**src/rtl/cpu_phase_seq_if.sv**
```systemverilog
// Control and beat-code bundle between the CPU timing unit and the phase
// sequencer that drives the 2-to-4 beat decoder.
interface cpu_phase_seq_if #(
    parameter int CNT_W = 16
);
    logic             Start;
    logic             Stop;
    logic             Step_mode;
    logic             Halt;
    logic             Wait;
    logic             Ph_I0;
    logic             Ph_I1;
    logic             Ph_en;
    logic             Run;
    logic             Cyc_done;
    logic [CNT_W-1:0] Cyc_cnt;
    logic             Timeout;

    modport master (
        output Start, Stop, Step_mode, Halt, Wait,
        input  Ph_I0, Ph_I1, Ph_en, Run, Cyc_done, Cyc_cnt, Timeout
    );

    modport slave (
        input  Start, Stop, Step_mode, Halt, Wait,
        output Ph_I0, Ph_I1, Ph_en, Run, Cyc_done, Cyc_cnt, Timeout
    );
endinterface

```
**src/rtl/cpu_phase_seq.sv**
```systemverilog
// Beat sequencer: walks T0..T3 for the phase decoder, with run/stop/halt,
// single-step, T2 wait-state stretching and a completed-cycle counter.
module cpu_phase_seq #(
    parameter int CNT_W    = 16,
    parameter int WAIT_MAX = 15
) (
    input  logic            Clk,
    input  logic            Rst_n,
    cpu_phase_seq_if.slave  bus
);
    typedef enum logic [1:0] {
        IDLE,
        RUN,
        STEP_WAIT,
        HALTED
    } state_t;

    localparam logic [7:0]       WMAX = 8'(WAIT_MAX);
    localparam logic [CNT_W-1:0] ONE  = {{(CNT_W-1){1'b0}}, 1'b1};

    state_t           state;
    logic [1:0]       phase;
    logic             stop_pend;
    logic [7:0]       wait_cnt;
    logic [CNT_W-1:0] cyc_cnt;
    logic             timeout;
    logic             run;

    // Sequencer FSM; phase is only non-zero while running.
    always_ff @(posedge Clk or negedge Rst_n) begin
        if (!Rst_n) begin
            state     <= IDLE;
            phase     <= 2'd0;
            stop_pend <= 1'b0;
            wait_cnt  <= 8'd0;
            cyc_cnt   <= '0;
            timeout   <= 1'b0;
        end else begin
            unique case (state)
                IDLE: begin
                    if (bus.Start && !bus.Stop) begin
                        state <= RUN;
                        phase <= 2'd0;
                    end
                end
                RUN: begin
                    if (bus.Stop) begin
                        stop_pend <= 1'b1;
                    end
                    case (phase)
                        2'd2: begin
                            if (!bus.Wait) begin
                                wait_cnt <= 8'd0;
                                phase    <= 2'd3;
                            end else if (wait_cnt == WMAX) begin
                                // Memory never answered: give up.
                                state     <= HALTED;
                                timeout   <= 1'b1;
                                phase     <= 2'd0;
                                wait_cnt  <= 8'd0;
                                stop_pend <= 1'b0;
                            end else begin
                                wait_cnt <= wait_cnt + 8'd1;
                            end
                        end
                        2'd3: begin
                            cyc_cnt <= cyc_cnt + ONE;
                            phase   <= 2'd0;
                            if (bus.Halt) begin
                                state     <= HALTED;
                                stop_pend <= 1'b0;
                            end else if (stop_pend || bus.Stop) begin
                                state     <= IDLE;
                                stop_pend <= 1'b0;
                            end else if (bus.Step_mode) begin
                                state <= STEP_WAIT;
                            end
                        end
                        default: begin
                            phase <= phase + 2'd1;
                        end
                    endcase
                end
                STEP_WAIT: begin
                    if (bus.Stop) begin
                        state <= IDLE;
                    end else if (bus.Start) begin
                        state <= RUN;
                        phase <= 2'd0;
                    end
                end
                HALTED: begin
                    if (bus.Stop) begin
                        state <= IDLE;
                    end else if (bus.Start) begin
                        state   <= RUN;
                        phase   <= 2'd0;
                        timeout <= 1'b0;
                    end
                end
                default: begin
                    state <= IDLE;
                end
            endcase
        end
    end

    assign run          = (state == RUN);
    assign bus.Ph_I0    = phase[1];
    assign bus.Ph_I1    = phase[0];
    assign bus.Ph_en    = run;
    assign bus.Run      = run;
    assign bus.Cyc_done = run && (phase == 2'd3);
    assign bus.Cyc_cnt  = cyc_cnt;
    assign bus.Timeout  = timeout;
endmodule
```
**src/flat_wrapper.sv**
```systemverilog
// flat-port wrapper written by rule: the top's interface ports become plain ports
module cpu_phase_seq_flat 
#(
    parameter int CNT_W    = 16,
    parameter int WAIT_MAX = 15
)
  (Clk, Rst_n, bus_Start, bus_Stop, bus_Step_mode, bus_Halt, bus_Wait, bus_Ph_I0, bus_Ph_I1, bus_Ph_en, bus_Run, bus_Cyc_done, bus_Cyc_cnt, bus_Timeout);
  cpu_phase_seq_if #(.CNT_W(CNT_W)) bus_i ();
  input  logic Clk;
  input  logic Rst_n;
  input wire logic [$bits(bus_i.Start)-1:0] bus_Start;
  input wire logic [$bits(bus_i.Stop)-1:0] bus_Stop;
  input wire logic [$bits(bus_i.Step_mode)-1:0] bus_Step_mode;
  input wire logic [$bits(bus_i.Halt)-1:0] bus_Halt;
  input wire logic [$bits(bus_i.Wait)-1:0] bus_Wait;
  output wire logic [$bits(bus_i.Ph_I0)-1:0] bus_Ph_I0;
  output wire logic [$bits(bus_i.Ph_I1)-1:0] bus_Ph_I1;
  output wire logic [$bits(bus_i.Ph_en)-1:0] bus_Ph_en;
  output wire logic [$bits(bus_i.Run)-1:0] bus_Run;
  output wire logic [$bits(bus_i.Cyc_done)-1:0] bus_Cyc_done;
  output wire logic [$bits(bus_i.Cyc_cnt)-1:0] bus_Cyc_cnt;
  output wire logic [$bits(bus_i.Timeout)-1:0] bus_Timeout;
  assign bus_i.Start = bus_Start;
  assign bus_i.Stop = bus_Stop;
  assign bus_i.Step_mode = bus_Step_mode;
  assign bus_i.Halt = bus_Halt;
  assign bus_i.Wait = bus_Wait;
  assign bus_Ph_I0 = bus_i.Ph_I0;
  assign bus_Ph_I1 = bus_i.Ph_I1;
  assign bus_Ph_en = bus_i.Ph_en;
  assign bus_Run = bus_i.Run;
  assign bus_Cyc_done = bus_i.Cyc_done;
  assign bus_Cyc_cnt = bus_i.Cyc_cnt;
  assign bus_Timeout = bus_i.Timeout;
  cpu_phase_seq #(.CNT_W(CNT_W), .WAIT_MAX(WAIT_MAX)) u_core (.Clk(Clk), .Rst_n(Rst_n), .bus(bus_i));
endmodule
```
**config.mk**
```make
export PLATFORM = sky130hd
export DESIGN_NAME = cpu_phase_seq_flat
export DESIGN_NICKNAME = d
export VERILOG_FILES = /design/src/rtl/cpu_phase_seq_if.sv /design/src/rtl/cpu_phase_seq.sv /design/src/flat_wrapper.sv
export SDC_FILE = /design/constraint.sdc
export NUM_CORES = 1
export LEC_CHECK = 0
export ABC_AREA = 0
export BUFFER_PORTS_ARGS = -buffer_cell sky130_fd_sc_hd__buf_2
export CAP_MARGIN = 30
export CORE_AREA = 4 4 51 76
export CTS_CLUSTER_SIZE = 12
export DETAILED_ROUTE_END_ITERATION = 12
export DIE_AREA = 0 0 55 80
export GPL_TIMING_DRIVEN = 0
export PLACE_DENSITY = 0.79
export SETUP_SLACK_MARGIN = 0.4
export SLEW_MARGIN = 40
export SYNTH_ARGS = -nofsm -noshare
export SYNTH_HDL_FRONTEND = slang
export SYNTH_SLANG_ARGS = --single-unit
```
**constraint.sdc**
```tcl
create_clock -name Clk -period 1.6 [get_ports Clk]
set_input_delay 0.32 -clock Clk [delete_from_list [all_inputs] [get_ports Clk]]
set_output_delay 0.32 -clock Clk [all_outputs]
set_load 0.01 [all_outputs]
```
==> impl_metrics.json, run 1 <==
{
  "wire_per_inst_microns": 20.3,
  "via_per_inst": 5.96,
  "power_switching_mw": 1.42,
  "worstPathMaxFanout": 3,
  "tightest_slew_ps": 664,
  "failed_checks": "setup timing",
  "grt_setup_unrepaired": "true",
  "clock-sinks": 30,
  "rows": 25,
  "avgSynthCellArea_sq_um": 9.94,
  "yosys_warnings": 0,
  "syn_nets": 163,
  "io_pins": 29,
  "drt_iter0_drc": 93,
  "cp-end-kind": "register",
  "grt_overflow": 0,
  "critPathTopFamily": "compound AO/OA/AOI/OAI gates",
  "cp_slowest_cell": "dfrtp_1",
  "die_area_sq_um": 4400,
  "p_int_mw": 2.56,
  "cts_tree": "built",
  "area_growth_pct": 79.9,
  "drv_slew": 0,
  "ys_dominant_reg_cell": "dfrtp_1",
  "p_leak_nw": 1.34,
  "globalplace.congestion": 0.765,
  "grt_pass1_wl_microns": 7740,
  "hold_class": "in -> async",
  "fill_cells": 142,
  "fin_setup_tns_ps": -613,
  "ys_types": 38,
  "pwr-share-clk_pct": 18.6,
  "grt_start_max_net_pins": 31,
  "crit_type": "reg -> reg",
  "synth.area.top_cells": "dfrtp_1 (49%), xnor2_1 (8.0%), nand2_1 (5.1%)",
  "drive_gt1_share_pct": 61.0,
  "die_w_microns": 55,
  "status": "finished, violations left",
  "clk_pin_slew_ps": 70,
  "ant_nets": 0,
  "vdd_drop_max_mv": 1.80,
  "finClkSkew_ps": 7.86,
  "dp_hpwl_microns": 2630,
  "clockRootBuffer": "clkbuf_8",
  "r2r_start": "u_core.wait_cnt[1]",
  "postSynthCellCount": 154,
  "worstPathArrival_ps": 1890,
  "final_cell_mix": "buf_4 (39), buf_6 (27), dfrtp_1 (22)",
  "drc": 0,
  "post-route-period-util_pct": 108,
  "cp_common_cell": "buf_6",
  "routed_wl_microns": 5870,
  "clock.fmax_mhz": 580,
  "p_per_area_nw_per_um2": 1450,
  "setup_ws_ps": -123,
  "startpoint": "u_core.wait_cnt[1]",
  "dp.cells": 222,
  "first_global_vias": 1605,
  "diodes": 0,
  "reg2reg_setup_slack_ps": -120,
  "vias": 1721,
  "worst-endpoint-required_ps": 1760,
  "synth-seq-cells": 30,
  "async_flop_share_pct": 100,
  "antenna_found_initial": 0,
  "hold_viol_final": 0,
  "h-tree-depth": 2,
  "cts_buffers": 5,
  "seqPwrFrac_pct": 28.2,
  "swShare_pct": 35.7,
  "grt_use_total_pct": 24.5,
  "crit_chain": "ha_2 > and3_4 > buf_6 > buf_12 > buf_6 > a21o_1 > a21oi_1 > a31oi_1",
  "initial_core_util_pct": 48.5,
  "synth_edf_count": 0,
  "dp_slack_ps": -212,
  "critPathMaxStageDelay_ps": 410,
  "synth_top_area_cell": "dfrtp_1",
  "slew_headroom_pct": 55.7,
  "start_kind": "register",
  "port_buffers": 28,
  "cts_buffer_depth": 2,
  "synth_top_area_share_pct": 49.0,
  "final-setup-viol-count": 10,
  "die_y_microns": 80,
  "dr.pass1.iters": 4,
  "postCtsHoldBufs": 0,
  "critPathBufInv": 3,
  "syn-cell-area_sq_um": 1530,
  "core_sq_um": 3160,
  "maxCapViolCount": 0,
  "finalNonFillerCells": 289,
  "layout_commonest_cell": "buf_4",
  "p_comb_share_pct": 53.2,
  "insertion_delay_ps": 300,
  "hold-worst-slack_ps": 50.1,
  "min_period_ps": 1720,
  "ys_seq_area_share_pct": 49.0,
  "final_nets": 257
}
-- cell usage after synthesis, types with 2 or more instances --
cell,n
clkbuf_1,2
a21oi_1,4
o21ai_0,11
a41oi_1,2
buf_2,3
ha_1,2
nor3_1,4
nand4_1,6
o31ai_1,2
nor2_1,10
nand3_1,6
mux2_2,2
a21o_1,2
inv_1,4
xnor2_1,14
nand2_1,21
a31oi_1,6
dfrtp_1,30
and3_1,4
-- power groups by stage --
stage                     clock network (mW)  registers (mW)  logic (mW)
after floorplan                            0            1.13       0.674
after global placement                     0            1.12       0.924
after global routing                   0.786            1.14        2.24
after CTS                              0.727            1.08        1.59
final                                  0.742            1.12        2.12
after detailed placement                   0            1.14       0.965
-- sequential cells by signal, summed over array words and instances, names as in the netlist --
name / cells
u_core.stop_pend: 1
u_core.wait_cnt: 8
u_core.phase: 2
u_core.bus.Timeout: 1
u_core.state: 2
u_core.bus.Cyc_cnt: 16
-- logic make-up (layout without fill, tap and decap cells) --
logic type / after synthesis / after routing / synth area share, %
and+or+nand+nor: 58 / 58 / 20.0
AOI/OAI and AO/OA: 35 / 35 / 15.8
DFF: 30 / 30 / 49.0
xor gates and xnor gates: 15 / 15 / 8.58
buffers and inverters: 12 / 107 / 3.51
adders and majority gates: 2 / 2 / 1.63
muxes: 2 / 2 / 1.47
-- timing repair --
item                                    in CTS  in global routing
gates resized for setup                     41                 33
endpoints found under the setup margin      36                 46
setup buffers                               31                 27
cloned                                       1                  0
pin swaps                                   40                 27
-- metrics by stage --
step                      instance area, sq um  total power [mW]  utilization, %
final                                     2760              3.98            87.2
after global routing                      2760              4.16            87.2
after CTS                                 2380              3.40            75.4
after detailed placement                  1840              2.10            58.3
after global placement                    1840              2.04            58.3
after floorplan                           1650              1.80               -
-- worst paths after layout --
check | endpoint | cells past startpoint
worst min register to register | u_core.bus.Cyc_cnt[15] | 1
worst max register to register | u_core.bus.Timeout | 8
worst min-delay path | u_core.phase[0] | 1
max in group asynchronous | u_core.state[1] | 1
min in group Clk | u_core.wait_cnt[1] | 3
worst max-delay path | u_core.bus.Timeout | 8
-- metal layers --
metal | up-vias | wire, microns | share of wire [%] | track usage (%)
li1 | 745 | - | - | -
met1 | 851 | 2090 | 36 | 26.1
met2 | 86 | 3110 | 53 | 43.8
met3 | 39 | 334 | 5.7 | 6.36
met4 | 0 | 339 | 5.8 | 9.25
met5 | - | 0 | 0 | 0
-- cell type report --
cell class,instances,area (sq um),area share [%]
plain buffers,8,87.6,3.18
clock buffers,8,110,4.00
inverters,4,17.5,0.636
multi-input cells,112,978,35.5
flip-flops and latches,30,761,27.6
well taps,40,50.0,1.82
repair buffers,87,751,27.2
Note: power is estimated with default switching activity, not from simulation.
==> run 2, diff against run 1 <==
--- a/config.mk
+++ b/config.mk
@@ -8,12 +8,12 @@
 export ABC_AREA = 0
 export BUFFER_PORTS_ARGS = -buffer_cell sky130_fd_sc_hd__buf_2
 export CAP_MARGIN = 30
-export CORE_AREA = 4 4 51 76
+export CORE_AREA = 4 4 53 79
 export CTS_CLUSTER_SIZE = 12
 export DETAILED_ROUTE_END_ITERATION = 12
-export DIE_AREA = 0 0 55 80
+export DIE_AREA = 0 0 57 83
 export GPL_TIMING_DRIVEN = 0
-export PLACE_DENSITY = 0.79
+export PLACE_DENSITY = 0.74
 export SETUP_SLACK_MARGIN = 0.4
 export SLEW_MARGIN = 40
 export SYNTH_ARGS = -nofsm -noshare
==> constraint.sdc (replaced) <==
create_clock -name Clk -period 1.5 [get_ports Clk]
set_input_delay 0.3 -clock Clk [delete_from_list [all_inputs] [get_ports Clk]]
set_output_delay 0.3 -clock Clk [all_outputs]
set_load 0.01 [all_outputs]
==> run 2 against run 1 <==
Against the previous run: the flow still finishes with violations (setup timing); core utilization is 11 points lower; via count decreased by 1.7%; sequential power grew 6%; clock power fell by 5.9%; first-iteration DRC count is 35% lower; wire length shrank 6.9%; fmax up 1.4%; combinational power up 3%; global-route usage down 5.7 points; largest power group unchanged.
==> impl_metrics.json, run 2 (synthesized netlist as in run 1, its figures left out) <==
{
  "status": "finished, violations left",
  "failed_checks": "setup timing",
  "initial_core_util_pct": 42.8,
  "worstPathMaxFanout": 5,
  "clockRootBuffer": "clkbuf_8",
  "place_area_sq_um": 1850,
  "diodes": 0,
  "die_w_microns": 57,
  "routed_wl_microns": 5460,
  "area_growth_pct": 78.8,
  "dr.pass1.iters": 4,
  "first_global_vias": 1596,
  "globalplace.congestion": 0.744,
  "crit_type": "reg -> reg",
  "final_area_sq_um": 2740,
  "grt_overflow": 0,
  "rows": 27,
  "final_util_pct": 76.4,
  "drive_gt1_share_pct": 60.2,
  "tightest_slew_ps": 681,
  "hold_class": "in -> async",
  "final-setup-viol-count": 18,
  "dp.cells": 225,
  "swShare_pct": 35.5,
  "cts_buffer_depth": 2,
  "start_kind": "register",
  "grt_pass1_wl_microns": 7010,
  "finalNonFillerCells": 294,
  "p_int_mw": 2.63,
  "worst-endpoint-required_ps": 1700,
  "final_nets": 259,
  "layout_commonest_cell": "buf_4",
  "hold_viol_final": 0,
  "cts_buffers": 5,
  "io_pins": 29,
  "final_cell_mix": "buf_4 (39), buf_6 (32), dfrtp_1 (22)",
  "insertion_delay_ps": 290,
  "power_switching_mw": 1.44,
  "setup_ws_ps": -200,
  "finClkSkew_ps": 4.42,
  "pwr-share-clk_pct": 17.1,
  "cts_tree": "built",
  "postCtsHoldBufs": 0,
  "dp_hpwl_microns": 2550,
  "wire_per_inst_microns": 18.6,
  "grt_use_total_pct": 18.8,
  "cp-end-kind": "register",
  "worstPathArrival_ps": 1900,
  "seqPwrFrac_pct": 29.2,
  "ant_nets": 0,
  "post-route-period-util_pct": 113,
  "largest_register_ffs": 16,
  "m1WireLength_microns": 1870,
  "die_y_microns": 83,
  "antenna_found_initial": 0,
  "clk_pin_slew_ps": 70,
  "die_area_sq_um": 4730,
  "p_leak_nw": 1.34,
  "clock.fmax_mhz": 588,
  "p_per_area_nw_per_um2": 1490,
  "min_period_ps": 1700,
  "maxCapViolCount": 0,
  "port_buffers": 28,
  "highest-signal-layer": "met4",
  "grt_start_max_net_pins": 31,
  "core_sq_um": 3580,
  "drv_slew": 0,
  "drt_iter0_drc": 60,
  "grt_setup_unrepaired": "true",
  "h-tree-depth": 2,
  "fin_setup_tns_ps": -1690,
  "p_comb_share_pct": 53.6,
  "slew_headroom_pct": 54.6,
  "met3_length_microns": 266,
  "vias": 1691,
  "via_per_inst": 5.75,
  "vdd_drop_max_mv": 1.26,
  "drc": 0,
  "clock-sinks": 30,
  "wl_met2_microns": 3130,
  "power_mw": 4.07
}
## run 2: cell count changes in the layout (fill, tap and decap cells not counted), moves of 2 or more
cell	delta
buf_6	+5
nand2_2	-4
clkbuf_8	-3
nand2_1	+3
o21ai_2	+2
## run 2: timing repair
item | in CTS | in global routing
pin swaps | 18 | 32
setup endpoints to repair | 52 | 52
resized for setup | 28 | 47
setup buffers | 32 | 29
## run 2: critical path: stages (launching register included)
cell,delay [ps]
dfrtp_2,450
nand4b_4,250
buf_12,180
buf_6,110
nor3_4,290
buf_4,180
xor2_1,160
## run 2: path summary, 6_finish.rpt
| check | startpoint | endpoint | slack, ps | cells past startpoint |
|---|---|---|---|---|
| worst max-delay path | u_core.state[1] | u_core.bus.Cyc_cnt[8] | -200 | 6 |
| worst min-delay path | Rst_n | u_core.wait_cnt[7] | 40 | 1 |
| worst max register to register | u_core.state[1] | u_core.bus.Cyc_cnt[8] | -200 | 6 |
| worst min register to register | u_core.bus.Cyc_cnt[5] | u_core.bus.Cyc_cnt[5] | 520 | 1 |
| max in group asynchronous | Rst_n | u_core.bus.Cyc_cnt[6] | 970 | 1 |
| min in group Clk | bus_Wait | u_core.wait_cnt[1] | 360 | 3 |
## run 2: area by class of cell
type | count | area [sq um]
buffer | 8 | 90.1
clock buffer | 6 | 82.6
clock inverter | 2 | 12.5
fill | 218 | 843
inverter | 4 | 27.5
multi-input combinational | 112 | 953
sequential | 30 | 761
tap | 43 | 53.8
timing repair buffer | 89 | 757
## run 2: power by group through the flow
stage / clock (mW) / sequential, mW / combinational [mW]
global placement: 0 / 1.20 / 0.998
CTS: 0.696 / 1.17 / 1.57
global route: 0.733 / 1.22 / 2.33
detailed placement: 0 / 1.22 / 1.03
finish: 0.698 / 1.19 / 2.18
floorplan: 0 / 1.21 / 0.727
## run 2: routing by layer
layer / vias up / track usage, %
met5: - / 0
met2: 70 / 34.0
met4: 0 / 8.86
met1: 853 / 19.1
li1: 746 / -
met3: 22 / 5.29
## run 2: metrics by stage
step	worst slack (ps)	hold slack [ps]
after floorplan	-35.4	4.41
after global placement	-171	360
after detailed placement	-218	376
after CTS	-93.8	67.5
after global routing	-265	98.3
final	-200	41.3
==> run 3, diff against run 2 <==
--- a/config.mk
+++ b/config.mk
@@ -8,12 +8,12 @@
 export ABC_AREA = 0
 export BUFFER_PORTS_ARGS = -buffer_cell sky130_fd_sc_hd__buf_2
 export CAP_MARGIN = 30
-export CORE_AREA = 4 4 53 79
+export CORE_AREA = 4 4 64 95
 export CTS_CLUSTER_SIZE = 12
 export DETAILED_ROUTE_END_ITERATION = 12
-export DIE_AREA = 0 0 57 83
+export DIE_AREA = 0 0 68 99
 export GPL_TIMING_DRIVEN = 0
-export PLACE_DENSITY = 0.74
+export PLACE_DENSITY = 0.56
 export SETUP_SLACK_MARGIN = 0.4
 export SLEW_MARGIN = 40
 export SYNTH_ARGS = -nofsm -noshare
==> run 3 against run 2 <==
Against the previous run: the run still ends with setup timing left; count of clock-buffer cells in the layout increased by 1; register-to-register slack improved by 20 ps; wire length decreased by 18%; sequential cell count unchanged; worst hold slack improved by 5.2 ps; power decreased by 5.3%; core utilization decreased by 26 points; combinational power decreased by 16%; sequential power about the same; die area increased by 42%; highest routed layer unchanged.
==> impl_metrics.json, run 3 (synthesized netlist as in run 1, its figures left out) <==
{
  "status": "finished, violations left",
  "failed_checks": "setup timing",
  "drv_slew": 0,
  "ant_nets": 0,
  "critPathTopFamily": "compound AO/OA/AOI/OAI gates",
  "grt_pass1_wl_microns": 7200,
  "dr.pass1.iters": 4,
  "clk_pin_slew_ps": 70,
  "area_growth_pct": 71.0,
  "crit_chain": "ha_2 > and3_4 > buf_6 > a211oi_4 > a41oi_2 > a31oi_1",
  "p_leak_nw": 1.28,
  "power_mw": 3.86,
  "grt_setup_unrepaired": "true",
  "place_area_sq_um": 1880,
  "maxCapViolCount": 0,
  "cp-end-kind": "register",
  "p_comb_share_pct": 47.6,
  "r2r_start": "u_core.wait_cnt[1]",
  "cts_buffers": 5,
  "dp_slack_ps": -230,
  "hold_viol_final": 0,
  "hold_class": "in -> async",
  "diodes": 0,
  "first_global_vias": 1502,
  "tightest_slew_ps": 686,
  "final-setup-viol-count": 13,
  "grt_start_max_net_pins": 31,
  "clockRootBuffer": "clkbuf_8",
  "r2r_cells": 6,
  "clock-sinks": 30,
  "io_pins": 29,
  "antenna_found_initial": 0,
  "setup_ws_ps": -181,
  "vdd_drop_max_mv": 1.02,
  "cts_tree": "built",
  "slew_headroom_pct": 54.3,
  "drt_iter0_drc": 76,
  "largest_register_ffs": 16,
  "initial_core_util_pct": 29.4,
  "grt_overflow": 0,
  "finalNonFillerCells": 311,
  "reg2reg_setup_slack_ps": -180,
  "p_per_area_nw_per_um2": 1470,
  "pwr-share-clk_pct": 22.2,
  "via_per_inst": 4.78,
  "globalplace.congestion": 0.758,
  "die_area_sq_um": 6730,
  "final_nets": 251,
  "worstPathArrival_ps": 1890,
  "drive_gt1_share_pct": 56.4,
  "m1WireLength_microns": 1690,
  "fin_setup_tns_ps": -1040,
  "dp_hpwl_microns": 2510,
  "cp_slowest_cell": "dfrtp_1",
  "final_util_pct": 50.3,
  "power_switching_mw": 1.26,
  "insertion_delay_ps": 290,
  "critPathBufInv": 1,
  "postCtsHoldBufs": 0,
  "critPathMaxStageDelay_ps": 390,
  "worstReg2RegEnd": "u_core.wait_cnt[7]",
  "hold-worst-slack_ps": 46.5,
  "final_area_sq_um": 2620,
  "post-route-period-util_pct": 112,
  "wl_met2_microns": 2500,
  "min_period_ps": 1680,
  "finClkSkew_ps": 11.6,
  "die_y_microns": 99,
  "worst-endpoint-required_ps": 1710,
  "start_kind": "register",
  "p_int_mw": 2.60,
  "rows": 32,
  "worstPathMaxFanout": 6,
  "dp.cells": 250,
  "met3_length_microns": 227,
  "wire_per_inst_microns": 14.5,
  "core_sq_um": 5200,
  "highest-signal-layer": "met4",
  "vias": 1487,
  "drc": 0,
  "die_w_microns": 68,
  "port_buffers": 28,
  "seqPwrFrac_pct": 30.2,
  "crit_type": "reg -> reg",
  "final_cell_mix": "buf_4 (39), buf_6 (27), dfrtp_1 (23)",
  "routed_wl_microns": 4500,
  "grt_use_total_pct": 13.9,
  "cts_buffer_depth": 2,
  "clock.fmax_mhz": 595,
  "h-tree-depth": 2,
  "layout_commonest_cell": "buf_4",
  "swShare_pct": 32.6
}
[run 3: cell count changes in the layout (fill, tap and decap cells not counted), moves of 2 or more]
cell,change
nand2_1,-3
nand2_2,+3
buf_12,-3
o21ai_2,-2
o21ai_0,+2
buf_6,-5
[run 3: how the worst max path moves through the flow]
stage,from,cells past startpoint,to
2_1_floorplan,u_core.wait_cnt[4],5,u_core.state[0]
3_3_place_gp,u_core.wait_cnt[0],6,u_core.wait_cnt[7]
3_5_place_dp,u_core.wait_cnt[0],6,u_core.wait_cnt[5]
4_1_cts,u_core.wait_cnt[0],6,u_core.wait_cnt[5]
5_1_grt,u_core.wait_cnt[0],6,u_core.wait_cnt[5]
6_report,u_core.wait_cnt[1],6,u_core.wait_cnt[7]
[run 3: what timing repair did]
item	in CTS	in global routing
gates resized for setup	33	24
endpoints found under the setup margin	52	52
setup buffers	38	15
pin swaps	20	23
[run 3: power groups by stage]
stage               Combinational, mW  Clock, mW  Sequential [mW]
finish                           1.84      0.858             1.17
global route                     1.99      0.913             1.19
CTS                              1.63      0.871             1.15
detailed placement               1.02          0             1.21
global placement                 1.01          0             1.22
floorplan                       0.727          0             1.21
[run 3: layout make-up]
| class | instances | area (sq um) |
|---|---|---|
| repair buffers | 81 | 644 |
| multi-input cells | 112 | 912 |
| clock inverters | 1 | 30.0 |
| well taps | 68 | 85.1 |
| flip-flops and latches | 30 | 759 |
| clock buffers | 7 | 86.3 |
| plain buffers | 8 | 83.8 |
| inverters | 4 | 17.5 |
| fillers | 481 | 2590 |
[run 3: routing by layer]
metal | GRT usage [%] | vias up
li1 | - | 730
met1 | 17.0 | 709
met2 | 22.9 | 40
met3 | 3.65 | 8
met4 | 5.21 | 0
met5 | 0 | -
